$ cat config.mk
export PLATFORM = sky130hd
export DESIGN_NAME = id_exe_hazard_stage
export DESIGN_NICKNAME = d
export VERILOG_FILES = /design/src/rtl/id_exe_hazard_stage.sv
export SDC_FILE = /design/constraint.sdc
export NUM_CORES = 1
export LEC_CHECK = 0
export ABC_AREA = 0
export CORE_MARGIN = 4
export CORE_UTILIZATION = 35
export CTS_CLUSTER_SIZE = 28
export DETAILED_ROUTE_END_ITERATION = 10
export HOLD_SLACK_MARGIN = 0.05
export MAX_ROUTING_LAYER = met4
export PLACE_DENSITY = 0.81
export SETUP_SLACK_MARGIN = 0.4
export SLEW_MARGIN = 15
export SYNTH_ARGS = -nofsm -noshare
export SYNTH_HDL_FRONTEND = slang
export SYNTH_SLANG_ARGS = --single-unit
$ cat constraint.sdc
create_clock -name clk -period 2.1 [get_ports clk]
set_input_delay 0.42 -clock clk [delete_from_list [all_inputs] [get_ports clk]]
set_output_delay 0.42 -clock clk [all_outputs]
set_load 0.005 [all_outputs]
$ cat src/rtl/id_exe_hazard_stage.sv
// ID/EXE pipeline register with load-use / RAW hazard detection.
// It inserts bubbles into EXE and drives the stall that freezes PC and IF/ID.
module id_exe_hazard_stage #(
  parameter int DATA_W = 32,
  parameter int REG_W  = 5,
  parameter int CMD_W  = 4,
  parameter int CNT_W  = 16
) (
  input  logic              clk,
  input  logic              rst,
  input  logic              forward_en,
  input  logic              flush,
  input  logic              freeze,
  input  logic [REG_W-1:0]  src1_ID,
  input  logic [REG_W-1:0]  src2_ID,
  input  logic [REG_W-1:0]  ST_src_ID,
  input  logic              two_src_ID,
  input  logic [REG_W-1:0]  dest_ID,
  input  logic [DATA_W-1:0] val1_ID,
  input  logic [DATA_W-1:0] val2_ID,
  input  logic [DATA_W-1:0] ST_val_ID,
  input  logic [CMD_W-1:0]  EXE_CMD_ID,
  input  logic              MEM_R_EN_ID,
  input  logic              MEM_W_EN_ID,
  input  logic              WB_EN_ID,
  input  logic [REG_W-1:0]  dest_MEM,
  input  logic              WB_EN_MEM,
  output logic [REG_W-1:0]  src1_EXE,
  output logic [REG_W-1:0]  src2_EXE,
  output logic [REG_W-1:0]  ST_src_EXE,
  output logic [REG_W-1:0]  dest_EXE,
  output logic [DATA_W-1:0] val1_EXE,
  output logic [DATA_W-1:0] val2_EXE,
  output logic [DATA_W-1:0] ST_val_EXE,
  output logic [CMD_W-1:0]  EXE_CMD_EXE,
  output logic              MEM_R_EN_EXE,
  output logic              MEM_W_EN_EXE,
  output logic              WB_EN_EXE,
  output logic              stall,
  output logic [CNT_W-1:0]  stall_cnt
);

  typedef struct packed {
    logic [REG_W-1:0]  src1;
    logic [REG_W-1:0]  src2;
    logic [REG_W-1:0]  st_src;
    logic [REG_W-1:0]  dest;
    logic [DATA_W-1:0] val1;
    logic [DATA_W-1:0] val2;
    logic [DATA_W-1:0] st_val;
    logic [CMD_W-1:0]  cmd;
    logic              mem_r;
    logic              mem_w;
    logic              wb;
  } exe_t;

  exe_t exe_q, id_d;

  always_comb begin
    id_d        = '0;
    id_d.src1   = src1_ID;
    id_d.src2   = src2_ID;
    id_d.st_src = ST_src_ID;
    id_d.dest   = dest_ID;
    id_d.val1   = val1_ID;
    id_d.val2   = val2_ID;
    id_d.st_val = ST_val_ID;
    id_d.cmd    = EXE_CMD_ID;
    id_d.mem_r  = MEM_R_EN_ID;
    id_d.mem_w  = MEM_W_EN_ID;
    // $zero writes never become forwarding sources downstream
    id_d.wb     = WB_EN_ID && (dest_ID != '0);
  end

  logic m1, m2, ms, hit_exe, hit_mem, raw_stall;

  function automatic logic hit(input logic [REG_W-1:0] d, input logic en,
                               input logic [REG_W-1:0] a, input logic [REG_W-1:0] b,
                               input logic [REG_W-1:0] c, input logic ea,
                               input logic eb, input logic ec);
    return en && (d != '0) && ((ea && a == d) || (eb && b == d) || (ec && c == d));
  endfunction

  always_comb begin
    m1        = src1_ID != '0;
    m2        = two_src_ID && (src2_ID != '0);
    ms        = MEM_W_EN_ID && (ST_src_ID != '0);
    hit_exe   = hit(exe_q.dest, exe_q.wb, src1_ID, src2_ID, ST_src_ID, m1, m2, ms);
    hit_mem   = hit(dest_MEM, WB_EN_MEM, src1_ID, src2_ID, ST_src_ID, m1, m2, ms);
    raw_stall = forward_en ? (hit_exe && exe_q.mem_r) : (hit_exe || hit_mem);
    // a flushed instruction is discarded anyway, so it must not stall
    stall     = raw_stall && !flush && rst;
  end

  always_ff @(posedge clk) begin
    if (!rst) begin
      exe_q     <= '0;
      stall_cnt <= '0;
    end else if (!freeze) begin
      if (flush || stall) begin
        exe_q <= '0;
        if (stall && stall_cnt != '1) stall_cnt <= stall_cnt + CNT_W'(1);
      end else begin
        exe_q <= id_d;
      end
    end
  end

  assign src1_EXE     = exe_q.src1;
  assign src2_EXE     = exe_q.src2;
  assign ST_src_EXE   = exe_q.st_src;
  assign dest_EXE     = exe_q.dest;
  assign val1_EXE     = exe_q.val1;
  assign val2_EXE     = exe_q.val2;
  assign ST_val_EXE   = exe_q.st_val;
  assign EXE_CMD_EXE  = exe_q.cmd;
  assign MEM_R_EN_EXE = exe_q.mem_r;
  assign MEM_W_EN_EXE = exe_q.mem_w;
  assign WB_EN_EXE    = exe_q.wb;

endmodule

==> impl_metrics.tcl <==
set metrics [dict create \
    status "complete, but fails checks" \
    violations "setup timing" \
    rrSetupSlack_ns -0.40 \
    syn2layout_area_growth_pct 101 \
    tns_ns -34.10 \
    finalHoldViolCount 0 \
    cts_buffer_depth 2 \
    power.density_nw_per_um2 669 \
    endpoint "stall" \
    synth_enable_flop_cells 0 \
    grt.total_usage_pct 25.9 \
    start_kind "input pin" \
    p_leak_uw 0.00473 \
    crit_chain "clkdlybuf4s15_1 > xnor2_1 > nand4_1 > nor4_4 > nor3_2 > o22ai_2 > nor3b_2 > buf_2" \
    synth_top_cell_area_share_pct 54.8 \
    ant_nets 0 \
    die_w_um 128 \
    ir_worst_vdd_mv 0.582 \
    path_class "input pin to primary output" \
    place_congestion 0.899 \
    slowest_delay_ns 0.34 \
    max_freq_ghz 0.397 \
    relSlewSlack_pct 75.0 \
    async_flop_share_pct 0 \
    ys_ff_latch 139 \
    drv_cap 0 \
    clock-sinks 139 \
    grt_pass1_wl_um 31700 \
    fillers 956 \
    synthesis.nets 574 \
    synthFlopType "dfxtp_1" \
    required_ns 1.68 \
    end_kind "primary output" \
    setup_viol 139 \
    overflow 0 \
    synth_cell_types 39 \
    final_util_pct 72.6 \
    drt_pass1_iterations 5 \
    grt_pass1_vias 5756 \
    die_area_um2 16500 \
    ios 275 \
    place_hpwl_um 14000 \
    path_depth 8 \
    cp-startpoint "dest_MEM[3]" \
    power_uw 6820 \
    grt_max_degree 63 \
    yosysTopAreaCell "dfxtp_1" \
    cts-root-buf "clkbuf_16" \
    min_path_type "input pin to flip-flop" \
    vias 5406 \
    regArea_um2 2810 \
    yosysWarnings 0 \
    cts_tree "yes" \
    hold_path.startpoint "ST_src_ID[2]" \
    antenna_cells 0 \
    viasPerCell 5.34 \
    die_h_um 128 \
    worstPathArrival_ns 2.10 \
    rr_startpoint "dest_EXE[2]$_SDFFE_PN0N_" \
    synth_area_um2 5070 \
    clk_pin_slew_ns 0.06 \
    min_period_over_period_pct 120 \
    drt-initial-drc-count 356 \
    crit_family "simple AND/OR/NAND/NOR gates" \
    core_area_um2 14000 \
    wl_um 22500 \
    holdWs_ns 0.290 \
    avgSynthCellArea_um2 11.6 \
    cts_inserted_buffers 17 \
    cp_num_buf_inv 2 \
    worst_pin_slew_ns 0.373 \
    crit_fanout 4 \
    initial_utilization_pct 36.1 \
    fin_crit_ns 2.52 \
    synth.top_cells.by_area "dfxtp_1 (55%), a22o_1 (21%), xnor2_1 (4.5%)" \
    r2r-end "stall_cnt[8]$_SDFFE_PN0P_" \
    drive_above_1_share_pct 27.2 \
    crit_slowest_cell "nor4_4" \
    netlist_instances 438 \
    clock_skew_ns 0.0181 \
    drv_slew 0 \
    rsz0062_at_grt "yes" \
    drc 0 \
    fin_ws_ns -0.420 \
    worst_r2r_path_depth 13 \
    io_buffer_count 274 \
    cts_hold_buf 0 \
    antenna_found_initial 0 \
    multi_input_area_um2 2420 \
    dp_slack_ns -1.07 \
    wl_per_cell_um 22.2 \
    core.rowCount 43 \
    clkLatencyLatePin_ns 0.43 \
    nNetsFinal 955 \
    ys_seq_area_share_pct 54.8 \
    htreeDepth 4 \
]
-- area by class of cell --
type	instances	area share, %
timing repair buffer	391	40.1
sequential	139	27.6
multi-input combinational	260	23.8
clock buffer	17	4.17
tap	180	2.21
clock inverter	15	1.79
inverter	10	0.368
-- state kept, by name, summed over array words and instances (netlist names) --
register,flops
MEM_R_EN_EXE,1
MEM_W_EN_EXE,1
val2_EXE,32
EXE_CMD_EXE,4
stall_cnt,16
ST_val_EXE,32
ST_src_EXE,5
WB_EN_EXE,1
val1_EXE,32
src2_EXE,5
src1_EXE,5
dest_EXE,5
-- cells by family after synthesis --
kind of cell | synth area share [%]
and+or+nand+nor | 7.84
adders and majority gates | 0.247
DFF | 54.8
muxes | 0.197
AOI/OAI and AO/OA | 26.0
buffers and inverters | 4.31
xor gates and xnor gates | 6.56
-- layer usage --
layer / vias to the layer above / GRT usage (%) / routed length [um]
met5: - / - / 0
met4: 0 / 13.7 / 800
met3: 52 / 6.31 / 1390
met2: 276 / 43.8 / 11900
met1: 2646 / 28.1 / 8380
li1: 2432 / - / -
-- worst reg2reg max path: stages (launching register included) --
cell and delay [ns]:
dfxtp_4 0.37, buf_6 0.12, buf_6 0.12, xor2_4 0.15, nor4_4 0.30, buf_4 0.16, buf_6 0.09, o31ai_4 0.05
buf_6 0.14, buf_6 0.11, buf_6 0.12, a2111oi_4 0.36, xnor2_1 0.19, nor2_1 0.08
-- cells in the mapped netlist (6+ instances only) --
cell type	count
xor2_1	12
or4_1	6
a22o_1	122
nor2_1	17
buf_6	9
a21oi_1	10
xnor2_1	26
inv_1	9
nand2_1	8
dfxtp_1	139
nand3_1	10
clkbuf_1	16
-- where the power goes --
group | switching (uW) | internal [uW]
clock | 1280 | 1800
sequential | 61.6 | 2730
combinational | 360 | 585
-- worst min-delay path by stage --
stage / cells past startpoint / to / slack [ns]
2_1_floorplan: 1 / EXE_CMD_EXE[0]$_SDFFE_PN0N_ / 0.47
3_3_place_gp: 1 / val1_EXE[6]$_SDFFE_PN0N_ / 0.46
3_5_place_dp: 1 / val2_EXE[31]$_SDFFE_PN0N_ / 0.45
4_1_cts: 2 / ST_src_EXE[2]$_SDFFE_PN0N_ / 0.27
5_1_grt: 2 / ST_src_EXE[2]$_SDFFE_PN0N_ / 0.29
6_report: 2 / ST_src_EXE[2]$_SDFFE_PN0N_ / 0.29
-- what timing repair did --
item,4_1_cts,5_1_grt
buffers inserted,23,10
resized for setup,250,60
pin swaps,69,115
endpoints found under the setup margin,272,152
cloned,11,5
-- through the flow --
stage	area [um2]	std cells
finish	10200	1012
floorplan	5120	438
global route	10200	1012
detailed placement	8480	931
global placement	8480	931
CTS	9760	997
-- placed cells by master (no fill, tap or decap), types with 4 or more instances in the layout --
| cell | n |
|---|---|
| inv_6 | 6 |
| clkdlybuf4s15_2 | 4 |
| buf_6 | 26 |
| inv_1 | 9 |
| clkdlybuf4s50_1 | 114 |
| nand3_1 | 7 |
| xnor2_2 | 5 |
| dfxtp_2 | 12 |
| xor2_1 | 11 |
| dfxtp_4 | 4 |
| buf_8 | 6 |
| or4_4 | 4 |
| buf_4 | 57 |
| buf_12 | 12 |
| dlymetal6s2s_1 | 12 |
| a21oi_2 | 6 |
| xnor2_1 | 21 |
| and4_1 | 4 |
| dlygate4sd2_1 | 132 |
| nor2_1 | 15 |
| clkbuf_16 | 22 |
| clkdlybuf4s15_1 | 7 |
| nand2_1 | 7 |
| nor4_4 | 6 |
| a22o_1 | 122 |
| dfxtp_1 | 123 |
| buf_16 | 12 |
No activity file was read; power rests on OpenSTA's default activity.
